<file path="src/rtl/dcache_sa_wb_pkg.sv">
// Shared types and geometry helpers for the set-associative write-back data cache.
package dcache_pkg;

  typedef enum logic [1:0] {
    IDLE      = 2'd0,
    WRITEBACK = 2'd1,
    REFILL    = 2'd2,
    RESPOND   = 2'd3
  } state_e;

  function automatic int calc_idx_w(input int sets);
    return $clog2(sets);
  endfunction

  function automatic int calc_tag_w(input int addr_w, input int offset_w, input int sets);
    return addr_w - offset_w - $clog2(sets);
  endfunction

  function automatic int calc_way_w(input int ways);
    return $clog2(ways);
  endfunction

endpackage

</file>
<file path="src/rtl/dcache_sa_wb_if.sv">
// Backing-memory req/ack bus; the cache is the master, the memory the slave.
interface dcache_sa_wb_if #(
  parameter int ADDR_W = 32,
  parameter int DATA_W = 32
);
  logic              mem_req;
  logic              mem_we;
  logic [ADDR_W-1:0] mem_addr;
  logic [DATA_W-1:0] mem_wdata;
  logic [DATA_W-1:0] mem_rdata;
  logic              mem_ack;

  modport master (
    output mem_req, mem_we, mem_addr, mem_wdata,
    input  mem_rdata, mem_ack
  );

  modport slave (
    input  mem_req, mem_we, mem_addr, mem_wdata,
    output mem_rdata, mem_ack
  );
endinterface

</file>
<file path="src/rtl/dcache_sa_wb_tag_match.sv">
// Combinational compare of one set's valid+tag against a lookup tag, plus
// lowest-invalid-way search used for victim selection.
module dcache_tag_match #(
  parameter int WAYS  = 8,
  parameter int TAG_W = 28,
  parameter int WAY_W = 3
) (
  input  logic [WAYS-1:0]            valid_i,
  input  logic [WAYS-1:0][TAG_W-1:0] tags_i,
  input  logic [TAG_W-1:0]           tag_i,
  output logic                       hit_o,
  output logic [WAY_W-1:0]           hit_way_o,
  output logic [WAY_W-1:0]           first_invalid_o,
  output logic                       any_invalid_o
);

  logic [WAYS-1:0] match;

  generate
    for (genvar gi = 0; gi < WAYS; gi++) begin : g_cmp
      assign match[gi] = valid_i[gi] && (tags_i[gi] == tag_i);
    end
  endgenerate

  // Descending scan so the lowest-numbered way wins.
  always_comb begin
    hit_way_o       = '0;
    first_invalid_o = '0;
    for (int w = WAYS - 1; w >= 0; w--) begin
      if (match[w]) hit_way_o = w[WAY_W-1:0];
      if (!valid_i[w]) first_invalid_o = w[WAY_W-1:0];
    end
  end

  assign hit_o         = |match;
  assign any_invalid_o = ~&valid_i;

endmodule

</file>
<file path="src/rtl/dcache_sa_wb.sv">
// Clocked set-associative data cache, one word per line, write-back and
// write-allocate, per-set round-robin replacement, req/ack miss handling.
module dcache_sa_wb
  import dcache_pkg::*;
#(
  parameter int ADDR_W   = 32,
  parameter int DATA_W   = 32,
  parameter int WAYS     = 8,
  parameter int SETS     = 2,
  parameter int OFFSET_W = 3
) (
  input  logic              clk,
  input  logic              reset,
  input  logic              cpu_req,
  input  logic              cpu_we,
  input  logic [ADDR_W-1:0] cpu_addr,
  input  logic [DATA_W-1:0] cpu_wdata,
  output logic [DATA_W-1:0] cpu_rdata,
  output logic              cpu_ready,
  output logic              miss,
  dcache_sa_wb_if.master    mem
);

  localparam int IDX_W = calc_idx_w(SETS);
  localparam int TAG_W = calc_tag_w(ADDR_W, OFFSET_W, SETS);
  localparam int WAY_W = calc_way_w(WAYS);
  localparam int BLK_W = ADDR_W - OFFSET_W;

  // Line storage; tags and data are deliberately left uninitialised.
  logic [WAYS-1:0]   valid_q [SETS];
  logic [WAYS-1:0]   dirty_q [SETS];
  logic [WAY_W-1:0]  rr_q    [SETS];
  logic [TAG_W-1:0]  tag_q   [SETS][WAYS];
  logic [DATA_W-1:0] data_q  [SETS][WAYS];

  state_e            state_q, state_d;
  logic [BLK_W-1:0]  req_blk_q, req_blk_d;
  logic              req_we_q, req_we_d;
  logic [DATA_W-1:0] req_wdata_q, req_wdata_d;
  logic [WAY_W-1:0]  victim_q, victim_d;
  logic              victim_rr_q, victim_rr_d;
  logic              miss_q, miss_d;
  logic [DATA_W-1:0] cpu_rdata_q, cpu_rdata_d;
  logic [ADDR_W-1:0] mem_addr_q, mem_addr_d;
  logic [DATA_W-1:0] mem_wdata_q, mem_wdata_d;

  logic [BLK_W-1:0] cpu_blk;
  logic [IDX_W-1:0] cpu_idx, req_idx;
  logic [TAG_W-1:0] cpu_tag, req_tag;
  logic             unused_offset;

  assign cpu_blk       = cpu_addr[ADDR_W-1:OFFSET_W];
  assign cpu_idx       = cpu_blk[IDX_W-1:0];
  assign cpu_tag       = cpu_blk[BLK_W-1:IDX_W];
  assign req_idx       = req_blk_q[IDX_W-1:0];
  assign req_tag       = req_blk_q[BLK_W-1:IDX_W];
  assign unused_offset = ^cpu_addr[OFFSET_W-1:0];

  logic [WAYS-1:0][TAG_W-1:0] set_tags;
  logic                       hit, any_invalid;
  logic [WAY_W-1:0]           hit_way, first_invalid;

  generate
    for (genvar gi = 0; gi < WAYS; gi++) begin : g_set_tags
      assign set_tags[gi] = tag_q[cpu_idx][gi];
    end
  endgenerate

  dcache_tag_match #(
    .WAYS  (WAYS),
    .TAG_W (TAG_W),
    .WAY_W (WAY_W)
  ) u_tag_match (
    .valid_i         (valid_q[cpu_idx]),
    .tags_i          (set_tags),
    .tag_i           (cpu_tag),
    .hit_o           (hit),
    .hit_way_o       (hit_way),
    .first_invalid_o (first_invalid),
    .any_invalid_o   (any_invalid)
  );

  // Single line-write port shared by store hits and refills.
  logic              wr_en, wr_dirty, clr_dirty, rr_adv;
  logic [IDX_W-1:0]  wr_set;
  logic [WAY_W-1:0]  wr_way, victim_w;
  logic [TAG_W-1:0]  wr_tag;
  logic [DATA_W-1:0] wr_data;

  always_comb begin
    state_d     = state_q;
    req_blk_d   = req_blk_q;
    req_we_d    = req_we_q;
    req_wdata_d = req_wdata_q;
    victim_d    = victim_q;
    victim_rr_d = victim_rr_q;
    miss_d      = 1'b0;
    cpu_rdata_d = cpu_rdata_q;
    mem_addr_d  = mem_addr_q;
    mem_wdata_d = mem_wdata_q;
    wr_en       = 1'b0;
    wr_dirty    = 1'b0;
    wr_set      = req_idx;
    wr_way      = victim_q;
    wr_tag      = req_tag;
    wr_data     = mem.mem_rdata;
    clr_dirty   = 1'b0;
    rr_adv      = 1'b0;
    victim_w    = any_invalid ? first_invalid : rr_q[cpu_idx];

    case (state_q)
      IDLE: begin
        if (cpu_req) begin
          req_blk_d   = cpu_blk;
          req_we_d    = cpu_we;
          req_wdata_d = cpu_wdata;
          if (hit) begin
            wr_en       = cpu_we;
            wr_dirty    = 1'b1;
            wr_set      = cpu_idx;
            wr_way      = hit_way;
            wr_tag      = cpu_tag;
            wr_data     = cpu_wdata;
            cpu_rdata_d = cpu_we ? cpu_wdata : data_q[cpu_idx][hit_way];
            state_d     = RESPOND;
          end else begin
            miss_d      = 1'b1;
            victim_d    = victim_w;
            victim_rr_d = !any_invalid;
            if (valid_q[cpu_idx][victim_w] && dirty_q[cpu_idx][victim_w]) begin
              mem_addr_d  = {tag_q[cpu_idx][victim_w], cpu_idx, {OFFSET_W{1'b0}}};
              mem_wdata_d = data_q[cpu_idx][victim_w];
              state_d     = WRITEBACK;
            end else begin
              mem_addr_d = {cpu_blk, {OFFSET_W{1'b0}}};
              state_d    = REFILL;
            end
          end
        end
      end
      WRITEBACK: begin
        if (mem.mem_ack) begin
          clr_dirty  = 1'b1;
          mem_addr_d = {req_blk_q, {OFFSET_W{1'b0}}};
          state_d    = REFILL;
        end
      end
      REFILL: begin
        if (mem.mem_ack) begin
          wr_en       = 1'b1;
          wr_dirty    = req_we_q;
          wr_data     = req_we_q ? req_wdata_q : mem.mem_rdata;
          cpu_rdata_d = req_we_q ? req_wdata_q : mem.mem_rdata;
          rr_adv      = victim_rr_q;
          state_d     = RESPOND;
        end
      end
      RESPOND: state_d = IDLE;
      default: state_d = IDLE;
    endcase
  end

  always_ff @(posedge clk) begin
    if (reset) begin
      state_q     <= IDLE;
      miss_q      <= 1'b0;
      cpu_rdata_q <= '0;
      mem_addr_q  <= '0;
      mem_wdata_q <= '0;
      req_blk_q   <= '0;
      req_we_q    <= 1'b0;
      req_wdata_q <= '0;
      victim_q    <= '0;
      victim_rr_q <= 1'b0;
      for (int s = 0; s < SETS; s++) begin
        valid_q[s] <= '0;
        dirty_q[s] <= '0;
        rr_q[s]    <= '0;
      end
    end else begin
      state_q     <= state_d;
      miss_q      <= miss_d;
      cpu_rdata_q <= cpu_rdata_d;
      mem_addr_q  <= mem_addr_d;
      mem_wdata_q <= mem_wdata_d;
      req_blk_q   <= req_blk_d;
      req_we_q    <= req_we_d;
      req_wdata_q <= req_wdata_d;
      victim_q    <= victim_d;
      victim_rr_q <= victim_rr_d;
      if (wr_en) begin
        valid_q[wr_set][wr_way] <= 1'b1;
        dirty_q[wr_set][wr_way] <= wr_dirty;
      end
      if (clr_dirty) dirty_q[req_idx][victim_q] <= 1'b0;
      if (rr_adv) rr_q[req_idx] <= rr_q[req_idx] + 1'b1;
    end
  end

  always_ff @(posedge clk) begin
    if (wr_en) begin
      tag_q[wr_set][wr_way]  <= wr_tag;
      data_q[wr_set][wr_way] <= wr_data;
    end
  end

  assign cpu_rdata     = cpu_rdata_q;
  assign cpu_ready     = (state_q == RESPOND);
  assign miss          = miss_q;
  assign mem.mem_req   = (state_q == WRITEBACK) || (state_q == REFILL);
  assign mem.mem_we    = (state_q == WRITEBACK);
  assign mem.mem_addr  = mem_addr_q;
  assign mem.mem_wdata = mem_wdata_q;

endmodule
</file>
<file path="src/flat_wrapper.sv">
// flat-port wrapper written by rule: the top's interface ports become plain ports
module dcache_sa_wb_flat import dcache_pkg::*;
#(
  parameter int ADDR_W   = 32,
  parameter int DATA_W   = 32,
  parameter int WAYS     = 8,
  parameter int SETS     = 2,
  parameter int OFFSET_W = 3
)
  (clk, reset, cpu_req, cpu_we, cpu_addr, cpu_wdata, cpu_rdata, cpu_ready, miss, mem_mem_req, mem_mem_we, mem_mem_addr, mem_mem_wdata, mem_mem_rdata, mem_mem_ack);
  dcache_sa_wb_if #(.ADDR_W(ADDR_W), .DATA_W(DATA_W)) mem_i ();
  input  logic clk;
  input  logic reset;
  input  logic cpu_req;
  input  logic cpu_we;
  input  logic [ADDR_W-1:0] cpu_addr;
  input  logic [DATA_W-1:0] cpu_wdata;
  output logic [DATA_W-1:0] cpu_rdata;
  output logic cpu_ready;
  output logic miss;
  output wire logic [$bits(mem_i.mem_req)-1:0] mem_mem_req;
  output wire logic [$bits(mem_i.mem_we)-1:0] mem_mem_we;
  output wire logic [$bits(mem_i.mem_addr)-1:0] mem_mem_addr;
  output wire logic [$bits(mem_i.mem_wdata)-1:0] mem_mem_wdata;
  input wire logic [$bits(mem_i.mem_rdata)-1:0] mem_mem_rdata;
  input wire logic [$bits(mem_i.mem_ack)-1:0] mem_mem_ack;
  assign mem_mem_req = mem_i.mem_req;
  assign mem_mem_we = mem_i.mem_we;
  assign mem_mem_addr = mem_i.mem_addr;
  assign mem_mem_wdata = mem_i.mem_wdata;
  assign mem_i.mem_rdata = mem_mem_rdata;
  assign mem_i.mem_ack = mem_mem_ack;
  dcache_sa_wb #(.ADDR_W(ADDR_W), .DATA_W(DATA_W), .WAYS(WAYS), .SETS(SETS), .OFFSET_W(OFFSET_W)) u_core (.clk(clk), .reset(reset), .cpu_req(cpu_req), .cpu_we(cpu_we), .cpu_addr(cpu_addr), .cpu_wdata(cpu_wdata), .cpu_rdata(cpu_rdata), .cpu_ready(cpu_ready), .miss(miss), .mem(mem_i));
endmodule
</file>
<file path="config.mk">
export PLATFORM = sky130hd
export DESIGN_NAME = dcache_sa_wb_flat
export DESIGN_NICKNAME = d
export VERILOG_FILES = /design/src/rtl/dcache_sa_wb_pkg.sv /design/src/rtl/dcache_sa_wb_if.sv /design/src/rtl/dcache_sa_wb_tag_match.sv /design/src/rtl/dcache_sa_wb.sv /design/src/flat_wrapper.sv
export SDC_FILE = /design/constraint.sdc
export NUM_CORES = 2
export LEC_CHECK = 0
export CORE_UTILIZATION = 40
export CTS_BUF_LIST = sky130_fd_sc_hd__clkbuf_16
export DETAILED_ROUTE_END_ITERATION = 16
export HOLD_SLACK_MARGIN = 0.1
export PLACE_DENSITY_LB_ADDON = 0.15
export SETUP_SLACK_MARGIN = 0.02
export SLEW_MARGIN = 10
export SYNTH_ARGS = -nofsm -noshare
export SYNTH_HDL_FRONTEND = slang
export SYNTH_SLANG_ARGS = --single-unit
</file>
<file path="constraint.sdc">
create_clock -name clk -period 8.09 [get_ports clk]
set_input_delay 1.2135 -clock clk [delete_from_list [all_inputs] [get_ports clk]]
set_output_delay 1.2135 -clock clk [all_outputs]
set_load 0.01 [all_outputs]
</file>
======== Word level (Yosys, flattened, before mapping) ========
Memory sizes are Yosys's and may differ from the RTL's. A register that Yosys moved wholly into a read port is not among the register bits.
Index checks and enable logic that the tools add are counted.
storage, ports and cells
  bits in registers ....................... 165
  RAM bits ................................ 998
  output and inout port bits .............. 100
  logic and storage cells ................. 183
  memories kept ........................... 5
memories
  memory          depth  width  read ports  clocked after memory_dff  wr ports  RTL line            source
  u_core.data_q   2      256    1           0                         1         dcache_sa_wb.sv:34  logic [DATA_W-1:0] data_q [SETS][WAYS];
  u_core.tag_q    2      224    1           0                         1         dcache_sa_wb.sv:33  logic [TAG_W-1:0] tag_q [SETS][WAYS];
  u_core.dirty_q  2      8      1           0                         2         dcache_sa_wb.sv:31  logic [WAYS-1:0] dirty_q [SETS];
  u_core.valid_q  2      8      1           0                         2         dcache_sa_wb.sv:30  logic [WAYS-1:0] valid_q [SETS];
  u_core.rr_q     2      3      2           1                         2         dcache_sa_wb.sv:32  logic [WAY_W-1:0] rr_q [SETS];
operators by class
  add/sub/neg operators ................... 1
  magnitude comparators ................... 9
  equal/unequal tests ..................... 16
  muxes and demuxes ....................... 107
  bitwise gates (word level) .............. 6
  reductions and logical operators ........ 29
operators by type and width
  kind                                                                   count
  32-bit two-way mux                                                     17
  256-bit two-way mux                                                    1
  28-bit == test                                                         8
  224-bit two-way mux                                                    1
  32-bit binary-select mux with 3-bit select                             2
  32-bit case mux with 2 select lines                                    3
  28-bit two-way mux                                                     6
  32-bit demux with 3-bit select                                         1
  28-bit binary-select mux with 3-bit select                             1
  28-bit demux with 3-bit select                                         1
  8-bit two-way mux                                                      8
  3-bit two-way mux                                                      21
  1-bit two-way mux                                                      33
  8-bit OR reduction                                                     4
  4-bit greater-or-equal comparator (second input constant)              3
  1-bit logical AND                                                      12
  3-bit by 4-bit < comparator with 1-bit output (second input constant)  3
  3-bit NOT with 4-bit output                                            3
  4-bit AND reduction                                                    3
  2-bit two-way mux                                                      5
  2-bit case mux with 4 select lines                                     1
  8-bit AND reduction                                                    1
  1-bit binary-select mux with 3-bit select                              2
  1-bit demux with 3-bit select                                          2
  other kinds (15)                                                       26

======== Longest topological paths before layout ========
An unclocked memory read counts as a cell.
  depth in word-level cells ............... 22
  depth in mapped cells ................... 20
  depth with buffers taken out ............ 11

======== Modules after synthesis ========
From an unflattened synthesis, not the netlist that was laid out.
second synthesis, totals
  cells, all modules ...................... 4459
  area total of the unflattened synthesis .. 59034.1 um2
by module, submodules not included
  module            times used  cells an instance  area each (um2)  seq. area each (um2)
  dcache_sa_wb      1           4094               56252.7          33071.7
  dcache_tag_match  1           365                2781.4           0.0

======== Worst setup path before layout ========
No wires, ideal clock.
  kind .................................... in2reg
  from .................................... input port cpu_addr[3]
  to ...................................... memory u_core.data_q[1][100] (netlist name) (enable)
  library setup time ...................... 0.500 ns
  arrival ................................. 6.951 ns
  data required time ...................... 7.590 ns
  path slack .............................. 0.640 ns
  stages .................................. 13
  buffers on the path ..................... 5
  cell sequence ........................... buf_6 -> buf_6 -> buf_6 -> buf_6 -> mux2_1 -> a222oi_1 -> nand3_1 -> or3_1 -> a211o_1 -> a31o_2 -> buf_6 -> or3b_4 -> a21oi_1
on the way
  word-level cells in the longest chain between the ends .. 20
ends and longest elaborated chain
  item                                                                                                                      RTL line                      source
  from (decl)                                                                                                               flat_wrapper.sv:16            input logic [ADDR_W-1:0] cpu_addr;
  memory read 2 x 224 bit                                                                                                   -
  28-bit == test                                                                                                            dcache_sa_wb_tag_match.sv:21  assign match[gi] = valid_i[gi] && (tags_i[gi] == tag_i);
  1-bit logical AND                                                                                                         dcache_sa_wb_tag_match.sv:21
  3-bit two-way mux (8 in a row)                                                                                            dcache_sa_wb_tag_match.sv:30  if (match[w]) hit_way_o = w[WAY_W-1:0];
  3-bit two-way mux                                                                                                         dcache_sa_wb.sv:117           if (hit) begin
  3-bit two-way mux                                                                                                         dcache_sa_wb.sv:113           if (cpu_req) begin
  3-bit two-way mux                                                                                                         dcache_sa_wb.sv:111           case (state_q)
  3-bit NOT with 4-bit output (not written as such)                                                                         dcache_sa_wb.sv:203           data_q[wr_set][wr_way] <= wr_data;
  4-bit greater-or-equal comparator (not written as such) or 4-bit by 1-bit < comparator with 1-bit output (tied branches)  dcache_sa_wb.sv:203
  1-bit logical AND (not written as such)                                                                                   dcache_sa_wb.sv:203
  32-bit two-way mux (not written as such)                                                                                  dcache_sa_wb.sv:203
  32-bit demux with 3-bit select                                                                                            dcache_sa_wb.sv:203
  256-bit two-way mux (not written as such)                                                                                 dcache_sa_wb.sv:203
  to (decl)                                                                                                                 dcache_sa_wb.sv:34
Parallel ways exist; a longest one is shown, timed or not.

======== Worst setup path in the final report ========
  from .................................... input port cpu_addr[3]
  to ...................................... memory u_core.tag_q[1][77] (netlist name) (enable)
on the way
  word-level cells in the longest chain between the ends .. 20
ends and longest elaborated chain
  item                                                                                                                      RTL line                      source
  memory read 2 x 224 bit                                                                                                   -
  28-bit == test                                                                                                            dcache_sa_wb_tag_match.sv:21
  1-bit logical AND                                                                                                         dcache_sa_wb_tag_match.sv:21
  3-bit two-way mux (8 in a row)                                                                                            dcache_sa_wb_tag_match.sv:30
  3-bit two-way mux                                                                                                         dcache_sa_wb.sv:117
  3-bit two-way mux                                                                                                         dcache_sa_wb.sv:113
  3-bit two-way mux                                                                                                         dcache_sa_wb.sv:111
  3-bit NOT with 4-bit output (not written as such)                                                                         dcache_sa_wb.sv:202           tag_q[wr_set][wr_way] <= wr_tag;
  4-bit greater-or-equal comparator (not written as such) or 4-bit by 1-bit < comparator with 1-bit output (tied branches)  dcache_sa_wb.sv:202
  1-bit logical AND (not written as such)                                                                                   dcache_sa_wb.sv:202
  28-bit two-way mux (not written as such)                                                                                  dcache_sa_wb.sv:202
  28-bit demux with 3-bit select                                                                                            dcache_sa_wb.sv:202
  224-bit two-way mux (not written as such)                                                                                 dcache_sa_wb.sv:202
  to (decl)                                                                                                                 dcache_sa_wb.sv:33
Parallel ways exist; a longest one is shown, timed or not.

==> metrics <==
outcome complete, no violations; Peak VDD IR 0.000220 V; DR WL/cell 31.8 um; Die Y 376 um; CTS Hold Bufs 0; largest net degree at the start of global routing 134; clock skew 0.0313 ns; Max Cap Viol 0; pwr dens 269 nW/um^2; row count 137; vias in the first global route 36.7k; Initial Util 40.2%; number of fill cells 12.3k; actual slew at the worst max-slew pin 1.27 ns; Worst Setup Start Kind primary input; Pleak 21.5 nW; setup TNS 0 ns; met3 usage 4.78%; clk slew on worst S/H paths 0.05 ns; most frequent cells in the layout edfxtp_1 (982), nand2_1 (519), mux2i_1 (299), mux4_2 (271), xnor2_1 (194); post-layout util 46.4%; Post-Syn Area per Cell 13.8 um^2; overall power 17.4 mW; Netlist Area Pre-Place 56100 um^2; # Post-CTS Setup Buffers 0; WL final 198000 um; critical path class primary input to flip-flop; Post-synth ARST share 0%; met1 usage 40.6%; CTS tree built; GR peak layer met2; layout cells sized above 1 18.7%; Longest Clk Path Bufs 3; RSZ-0062 raised after global routing no; Sinks on Clock Net 1161; initial antenna violation count 8; pre-CTS setup slack 1.18 ns; Synth cell types 78; fin nets 4332; CORE AREA 139000 um^2; Final Cycle Share 77.6%; CP endpoint kind flip-flop; post-DR vias/cell 6.12; Final Setup Violations 0; Post-Syn Instances 4071; I/O pins 201; leading cell type in the layout, fill and taps excluded edfxtp_1; post-synth top area share 52.6%; final worst path period need 6.28 ns; total global routing overflow 0; clk root buf clkbuf_16; area leader, netlist edfxtp_1; synthesized flop and latch total 1161; first drt pass iteration count 5; fmax 0.159 GHz; Max FO, Critical Path 87; Port-buffer cells 194; Critical Path RT 8.48 ns; DRT iter0 DRCs 4980; DPL Wire Length 120000 um; fin. max-slew vios 0; Synth Flop Type edfxtp_1; first-pass GRT wire length 277000 um; vias 38.0k; GRT Total Usage 27.6%; final hold violation count 0; final antenna-violating net count 0; GR Util met2 41.8%; Die Wd 376 um; Ys Warns 0; final worst slack 1.81 ns; area delta synth->final 15.4%; GPL Wtd Cong 0.898; min-delay worst type flip-flop to flip-flop; Residual DRC 0; worst relative slew slack 14.9%; Resized Gates After CTS 0; full die area 142000 um^2; clk_lat worst skew 0.78 ns; post-synthesis sequential area ratio 59.0%; Post-synth EDFFs 982; top cells by area, synth edfxtp_1 (53%), mux4_2 (11%), dfxtp_1 (6.4%); Critical Path AT 6.66 ns; H-tree lvl count 4; total CTS buffers 132
[path summary, 6_finish.rpt]
path	from	endpoint	slack [ns]	cells after the start
hold reg to reg	u_core.mem.mem_addr[26]	u_core.mem.mem_addr[26]	0.45	2
setup / recovery	cpu_addr[3]	u_core.tag_q[1][77]	1.81	14
setup reg to reg	u_core.tag_q[1][167]	u_core.tag_q[1][77]	3.05	13
hold / removal	u_core.mem.mem_addr[26]	u_core.mem.mem_addr[26]	0.45	2
[power by group]
part           switching (mW)  total (mW)  internal (mW)
combinational            2.65        3.90           1.24
clock                    2.51        5.89           3.38
sequential              0.215        7.61           7.40
total                    5.37        17.4           12.0
[critical path, stage by stage]
cell and delay (ns):
buf_8 0.27, buf_4 0.36, inv_1 0.74, o211ai_1 0.23, a2111oi_0 0.85, and4_1 0.36
and4_1 0.39, or4_1 0.29, o21ai_4 0.17, mux2i_1 0.23, buf_4 0.25, or2_2 0.38
a21oi_4 0.17, buf_4 0.62
[cells in the mapped netlist, drive strengths merged, types with 4 or more instances]
library cell	n
xnor2	194
inv	61
and3	15
ha	6
a21o	5
a211o	61
nand4	12
dfxtp	179
a211oi	9
clkbuf	170
nand3b	5
mux2	163
o211ai	73
and2	10
or4	4
a221oi	6
nor2	187
edfxtp	982
nand2	521
a2111oi	5
a21boi	9
mux2i	301
or2	4
a22o	6
nand3	140
a21oi	176
nor3b	6
buf	135
nor3	25
o21ai	72
a222oi	33
nor2b	7
xor2	19
o22ai	21
a311oi	17
o31ai	34
o221ai	4
nor4	48
a32oi	7
a31o	4
mux4	271
o21a	10
a31oi	15
nand2b	11
[metal layers]
layer | share of wire [%] | vias to the layer above
li1 | - | 16000
met1 | 44 | 19800
met2 | 45 | 1881
met3 | 8.7 | 299
met4 | 2.8 | 4
met5 | 0.011 | -
[kinds of logic (layout without fill, tap and decap cells)]
family,Yosys count,after routing,synth area share (%)
mux,735,735,19.6
simple gates,1003,1003,7.77
other cells,1,7,0.00669
flops,1161,1161,59.0
fa+ha+maj,6,6,0.134
xor+xnor,213,213,3.33
compound gates,585,585,7.16
buf+inv,367,628,3.05
[area by class of cell]
| class | count | area [um^2] | area share (%) |
|---|---|---|---|
| sequential | 1161 | 33100 | 51.1 |
| multi-input combinational | 2545 | 21500 | 33.3 |
| clock buffer | 140 | 3500 | 5.41 |
| timing repair buffer | 323 | 3300 | 5.10 |
| tap | 1876 | 2350 | 3.63 |
| clock inverter | 103 | 723 | 1.12 |
| inverter | 62 | 238 | 0.367 |
| antenna | 4 | 10.0 | 0.0155 |
[through the flow]
step	hold WS (ns)	cell area [um^2]	cells
2_1_floorplan	0.441	56100	4073
3_3_place_gp	0.446	60500	5967
3_5_place_dp	0.448	60500	5967
4_1_cts	0.456	64700	6210
5_1_grt	0.469	64700	6212
6_report	0.452	64700	6214
[registers in the layout, indices dropped and copies added (netlist names), 3 cells and up, named ones only]
register / count
u_core.data_q: 512
u_core.mem.mem_addr: 29
u_core.rr_q: 6
u_core.mem.mem_wdata: 32
u_core.dirty_q: 16
u_core.req_blk_q: 29
u_core.valid_q: 16
u_core.cpu_rdata: 32
u_core.victim_q: 3
u_core.req_wdata_q: 32
u_core.tag_q: 448
No activity file was read; power rests on OpenSTA's default activity.
